**src/rtl/boruss_mem_arbiter_pkg.sv**
```systemverilog
// Shared definitions for the boruss memory-port arbiter: FSM encodings,
// requester port indices and the conflict counter ceiling.
package boruss_mem_arbiter_pkg;

    localparam logic [1:0] ST_IDLE  = 2'd0;
    localparam logic [1:0] ST_ISSUE = 2'd1;
    localparam logic [1:0] ST_WAIT  = 2'd2;
    localparam logic [1:0] ST_RESP  = 2'd3;

    localparam logic PORT_CPU = 1'b0;
    localparam logic PORT_DBG = 1'b1;

    localparam logic [7:0] CNT_MAX = 8'hFF;

    // One-hot ownership vector for a port index.
    function automatic logic [1:0] port_onehot(input logic port);
        port_onehot = (port == PORT_DBG) ? 2'b10 : 2'b01;
    endfunction

endpackage

```
**src/rtl/boruss_rr_picker.sv**
```systemverilog
// Combinational two-way picker. A tie goes to the port that did not win
// last time, or always to port 0 when fixed priority is selected.
module boruss_rr_picker
    import boruss_mem_arbiter_pkg::*;
(
    input  logic [1:0] req,
    input  logic       last_grant,
    input  logic       fixed,
    output logic [1:0] pick
);

    // Winner selection; last_grant is the index of the previous winner.
    always_comb begin
        pick = 2'b00;
        case (req)
            2'b01:   pick = 2'b01;
            2'b10:   pick = 2'b10;
            2'b11:   pick = (fixed || last_grant == PORT_DBG) ? 2'b01 : 2'b10;
            default: pick = 2'b00;
        endcase
    end

endmodule

```
**src/rtl/boruss_mem_arbiter.sv**
```systemverilog
// Arbitrates the memory controller data port between the CPU (port 0) and
// the debug/program loader (port 1). One transaction in flight at a time:
// IDLE picks and captures a command, ISSUE strobes the memory for one cycle,
// WAIT covers the read latency, RESP pulses the winner's ack.
module boruss_mem_arbiter
    import boruss_mem_arbiter_pkg::*;
#(
    parameter int ADDR_W     = 8,
    parameter int DATA_W     = 8,
    parameter int RD_LATENCY = 1,
    parameter int FIXED_PRIO = 0
) (
    input  logic              clk,
    input  logic              reset,
    input  logic              p0_req,
    input  logic              p0_we,
    input  logic              p0_sel,
    input  logic [ADDR_W-1:0] p0_addr,
    input  logic [DATA_W-1:0] p0_wdata,
    output logic              p0_ack,
    output logic [DATA_W-1:0] p0_rdata,
    input  logic              p1_req,
    input  logic              p1_we,
    input  logic              p1_sel,
    input  logic [ADDR_W-1:0] p1_addr,
    input  logic [DATA_W-1:0] p1_wdata,
    output logic              p1_ack,
    output logic [DATA_W-1:0] p1_rdata,
    output logic [ADDR_W-1:0] mem_addr,
    output logic [DATA_W-1:0] mem_data_in,
    output logic              mem_we,
    output logic              mem_re,
    output logic              mem_map_select,
    input  logic [DATA_W-1:0] mem_data_out,
    output logic [1:0]        grant,
    output logic              busy,
    output logic [7:0]        conflict_cnt
);

    localparam int LAT_W = (RD_LATENCY > 1) ? $clog2(RD_LATENCY) : 1;
    localparam logic [LAT_W-1:0] LAT_LOAD = LAT_W'(RD_LATENCY - 1);

    logic [1:0]        r_state;
    logic              r_owner;
    logic              r_last_grant;
    logic              r_we;
    logic              r_sel;
    logic [ADDR_W-1:0] r_addr;
    logic [DATA_W-1:0] r_wdata;
    logic [LAT_W-1:0]  r_lat;
    logic [DATA_W-1:0] r_rdata0;
    logic [DATA_W-1:0] r_rdata1;
    logic [7:0]        r_conflict;

    logic [1:0] w_req;
    logic [1:0] w_pick;
    logic [1:0] w_owner_oh;
    logic       w_issue;
    logic       w_resp;
    logic       w_busy;
    logic       w_wait;

    assign w_req      = {p1_req, p0_req};
    assign w_owner_oh = port_onehot(r_owner);
    assign w_issue    = (r_state == ST_ISSUE);
    assign w_resp     = (r_state == ST_RESP);
    assign w_busy     = (r_state != ST_IDLE);

    boruss_rr_picker u_pick (
        .req        (w_req),
        .last_grant (r_last_grant),
        .fixed      (FIXED_PRIO != 0),
        .pick       (w_pick)
    );

    // FSM, command capture at grant, read-latency countdown and rdata capture.
    always_ff @(posedge clk or negedge reset) begin
        if (!reset) begin
            r_state      <= ST_IDLE;
            r_owner      <= PORT_CPU;
            r_last_grant <= PORT_DBG;
            r_we         <= 1'b0;
            r_sel        <= 1'b0;
            r_addr       <= '0;
            r_wdata      <= '0;
            r_lat        <= '0;
            r_rdata0     <= '0;
            r_rdata1     <= '0;
        end else begin
            case (r_state)
                ST_IDLE: begin
                    if (|w_req) begin
                        r_owner      <= w_pick[1];
                        r_last_grant <= w_pick[1];
                        r_we         <= w_pick[1] ? p1_we    : p0_we;
                        r_sel        <= w_pick[1] ? p1_sel   : p0_sel;
                        r_addr       <= w_pick[1] ? p1_addr  : p0_addr;
                        r_wdata      <= w_pick[1] ? p1_wdata : p0_wdata;
                        r_state      <= ST_ISSUE;
                    end
                end
                ST_ISSUE: begin
                    if (r_we) begin
                        r_state <= ST_RESP;
                    end else begin
                        r_lat   <= LAT_LOAD;
                        r_state <= ST_WAIT;
                    end
                end
                ST_WAIT: begin
                    if (r_lat == '0) begin
                        if (r_owner == PORT_DBG) r_rdata1 <= mem_data_out;
                        else                     r_rdata0 <= mem_data_out;
                        r_state <= ST_RESP;
                    end else begin
                        r_lat <= r_lat - 1'b1;
                    end
                end
                default: r_state <= ST_IDLE;
            endcase
        end
    end

    // A cycle counts as a conflict when some request is high but not owning
    // (or being picked for) the port.
    assign w_wait = w_busy ? |(w_req & ~w_owner_oh) : |(w_req & ~w_pick);

    // Saturating conflict counter.
    always_ff @(posedge clk or negedge reset) begin
        if (!reset)
            r_conflict <= '0;
        else if (w_wait && r_conflict != CNT_MAX)
            r_conflict <= r_conflict + 8'd1;
    end

    assign mem_we         = w_issue & r_we;
    assign mem_re         = w_issue & ~r_we;
    assign mem_addr       = r_addr;
    assign mem_map_select = r_sel;
    assign mem_data_in    = (w_issue & r_we) ? r_wdata : '0;

    assign grant        = w_busy ? w_owner_oh : 2'b00;
    assign busy         = w_busy;
    assign conflict_cnt = r_conflict;

    assign p0_ack   = w_resp & (r_owner == PORT_CPU);
    assign p1_ack   = w_resp & (r_owner == PORT_DBG);
    assign p0_rdata = r_rdata0;
    assign p1_rdata = r_rdata1;

endmodule

```
**config.mk**
```make
export PLATFORM = sky130hd
export DESIGN_NAME = boruss_mem_arbiter
export DESIGN_NICKNAME = d
export VERILOG_FILES = /design/src/rtl/boruss_mem_arbiter_pkg.sv /design/src/rtl/boruss_rr_picker.sv /design/src/rtl/boruss_mem_arbiter.sv
export SDC_FILE = /design/constraint.sdc
export NUM_CORES = 1
export LEC_CHECK = 0
export BUFFER_PORTS_ARGS = -buffer_cell sky130_fd_sc_hd__buf_2
export CORE_MARGIN = 2
export CORE_UTILIZATION = 48
export DETAILED_ROUTE_END_ITERATION = 8
export PLACE_DENSITY = 0.8
export SYNTH_ARGS = -nofsm -noshare
export SYNTH_HDL_FRONTEND = slang
export SYNTH_HIERARCHICAL = 1
export SYNTH_SLANG_ARGS = --single-unit
```
**constraint.sdc**
```tcl
create_clock -name clk -period 4.5 [get_ports clk]
set_input_delay 0 -clock clk [delete_from_list [all_inputs] [get_ports clk]]
set_output_delay 0 -clock clk [all_outputs]
set_load 0.03 [all_outputs]
```
==> impl_metrics.csv <==
group,metric,value,unit
sta,max-slew-margin-rel,0.331,
layout,area_delta_synth_final,40.3,%
floorplan,die_width,72.7,um
floorplan,die_height,72.7,um
synthesis,synthFlopType,"dfrtp_1",
synthesis,ys_ff_latch,46,
cts,cts_setup_buffers,0,
synthesis,synth_enable_flop_cells,0,
cts,cts-root-buf,"clkbuf_8",
floorplan,dieArea,5290,um2
layout,nFillCells,367,
layout,n_antenna_cell,0,
sta,final.min_clock_period,2.00,ns
setup_path,path_max_fanout,19,
synthesis,synth_area,2270,um2
cts,clkSinkCount,46,
route,drt_iter0_drc,67,
global_route,grt_usage,0.196,
route,drcViolationCount,0,
power,p_switching,1020,uW
sta,worst_slew_pin_slew,1.00,ns
sta,setup_tns,0,ns
synthesis,yosys.area.top_type,"dfrtp_1",
route,wire_per_inst,13.5,um
power,switching_share,0.458,
power,clkPwrFrac,0.137,
cts,cts_buffers,5,
sta,finalSetupViolCount,0,
synthesis,syn_avg_cell_area,11.1,um2
global_route,grt_pass1_vias,1802,
job,maxCapViolations,0,
power,p_leak,0.00162,uW
placement,gp_congestion,0.790,
cts,htree_levels,2,
synthesis,synthTopCellsByArea,"dfrtp_1 50%, mux2i_1 7.9%, mux2_2 7.9%",
synthesis,yosysUniqueCellTypes,38,
setup_path,worstPathRequired,4.71,ns
sta,skew,0.00389,ns
synthesis,yosysSeqAreaShare,0.508,
power,power.density,701,nW/um2
cts,clkLatencyLatePin,0.30,ns
layout,drive_gt1_frac,0.391,
cts,clk_pin_slew_worst_paths,0.08,ns
setup_path,start_kind,"flip-flop",
power,peakVddDrop,0.000292,V
synthesis,synthCells,205,
layout,nNetsFinal,383,
cts,cts_tree,"built",
placement,io_buffer_count,95,
synthesis,yosysTopAreaCellShare,0.497,
route,dr.pass1.iters,4,
status,status,"completed",
sta,rsz0062_at_grt,"false",
sta,slew_violations,0,
floorplan,rows,25,
power,combPwrFrac,0.517,
cts,cts_buffer_depth,2,
floorplan,start_util,0.490,
synthesis,yosysWarnings,6,
route,vias_per_cell,5.08,
setup_path,endpoint_kind,"flip-flop",
floorplan,top_level_ports,96,
sta,setup_slack,2.50,ns
global_route,grt_max_degree,47,
global_route,gr-total-overflow,0,
setup_path,crit_type,"reg -> reg",
route,ant_nets,0,
setup_path,arrival,2.21,ns
route,wl,5170,um
sta,finalHoldViolCount,0,
sta,post-route-period-util,0.444,
sta,fmax,501,MHz
power,p_int,1210,uW
placement,dp_hpwl,3480,um
placement,dp_worst_setup_slack,2.61,ns
route,vias,1950,
floorplan,coreArea,4630,um2
global_route,grt_pass1_wl,8010,um
global_route,antenna_found_initial,0,
min_path,hold_class,"in -> reg",
power,seqPwrFrac,0.346,
synthesis,ys_async_sr_fraction,1.00,
[Yosys cell counts, types with 2 or more instances]
cell type  number
and2_1          3
and3_1          9
buf_2           5
buf_4           3
clkbuf_1        2
dfrtp_1        45
ha_1            6
inv_1           3
inv_2           2
mux2_1          3
mux2_2         16
mux2i_1        18
nand2_1        31
nand3_1         7
nor2_1          5
nor2b_1         4
o21ai_0        20
o21ai_1         2
xnor2_1         2
[per-stage QoR]
step	utilization	instance area [um2]	power (uW)	hold slack, ns	cells
finish	0.687	3180	2230	0.00643	384
global route	0.687	3180	2380	0.0187	384
CTS	0.687	3180	2250	0.00392	384
detailed placement	0.600	2780	1910	0.226	347
global placement	0.600	2780	1870	0.231	347
floorplan	-	2270	1590	-0.296	206
[worst max-delay path, cell delays in order, from the launching register on]
cell,delay [ns]
dfstp_2,0.54
o21ai_1,0.06
and2_1,0.19
buf_4,0.24
mux2i_1,0.15
dlygate4sd3_1,0.56
o21ai_0,0.17
[per-layer routing]
| layer | share of wire | vias to the layer above | track usage |
|---|---|---|---|
| li1 | - | 962 | - |
| met4 | 0.013 | 0 | 0.0617 |
| met5 | 0 | - | 0 |
| met3 | 0.062 | 6 | 0.0566 |
| met1 | 0.43 | 916 | 0.223 |
| met2 | 0.50 | 66 | 0.352 |
[cell families after synthesis]
| kind of cell | Yosys count | synth area share |
|---|---|---|
| compound gates | 32 | 0.0988 |
| xor+xnor | 2 | 0.00773 |
| fa+ha+maj | 6 | 0.0331 |
| buf+inv | 16 | 0.0342 |
| flops | 46 | 0.508 |
| mux | 38 | 0.180 |
| other cells | 1 | 0.00165 |
| simple gates | 64 | 0.136 |
[cell type report]
cell class,count,area (um2),share of cell area
sequential,46,1150,0.362
multi-input combinational,144,1040,0.328
timing repair buffer,126,781,0.245
clock buffer,5,68.8,0.0216
tap,54,67.6,0.0212
clock inverter,3,43.8,0.0138
inverter,6,22.5,0.00708
[state kept, by name (all words and copies together), names as in the netlist]
signal          cells
p1_rdata            8
r_owner             1
r_we                1
r_last_grant        1
r_wdata             8
r_state             2
mem_map_select      1
conflict_cnt        8
p0_rdata            8
mem_addr            8
[cell usage in the layout, fill, tap and decap left out, drive strengths merged]
cell / n
buf: 97
dfrtp: 45
nand2: 31
dlygate4sd3: 29
o21ai: 22
mux2: 20
mux2i: 18
and3: 9
nand3: 8
ha: 6
inv: 6
nor2: 5
clkbuf: 5
nor2b: 4
and2: 3
xnor2: 2
conb: 2
clkinv: 2
o211ai: 2
o221ai: 1
nand4: 1
a31oi: 1
a41oi: 1
or2: 1
a2bb2oi: 1
o2111a: 1
nand2b: 1
nand4b: 1
o311ai: 1
o31ai: 1
bufinv: 1
dfstp: 1
a21boi: 1
[power by group through the flow]
stage / clock, uW / sequential, uW / combinational [uW]
floorplan: 0 / 1040 / 556
global placement: 0 / 767 / 1110
detailed placement: 0 / 776 / 1140
CTS: 313 / 770 / 1160
global route: 329 / 802 / 1250
finish: 305 / 772 / 1150
[worst paths after layout]
path | from | endpoint | slack [ns] | cells past startpoint
worst max-delay path | r_last_grant | mem_addr[1] | 2.50 | 6
worst min-delay path | p1_wdata[2] | r_wdata[2] | 0.006 | 3
worst max register to register | r_last_grant | mem_addr[1] | 2.50 | 6
worst min register to register | r_last_grant | r_last_grant | 0.47 | 2
max in group asynchronous | reset | r_wdata[4] | 3.47 | 2
min in group asynchronous | reset | conflict_cnt[7] | 0.41 | 2
[timing repair]
item	CTS	global route
hold buffers	29	0
hold endpoints to repair	72	0
resized for setup	0	0
(Power assumes the default switching activity.)
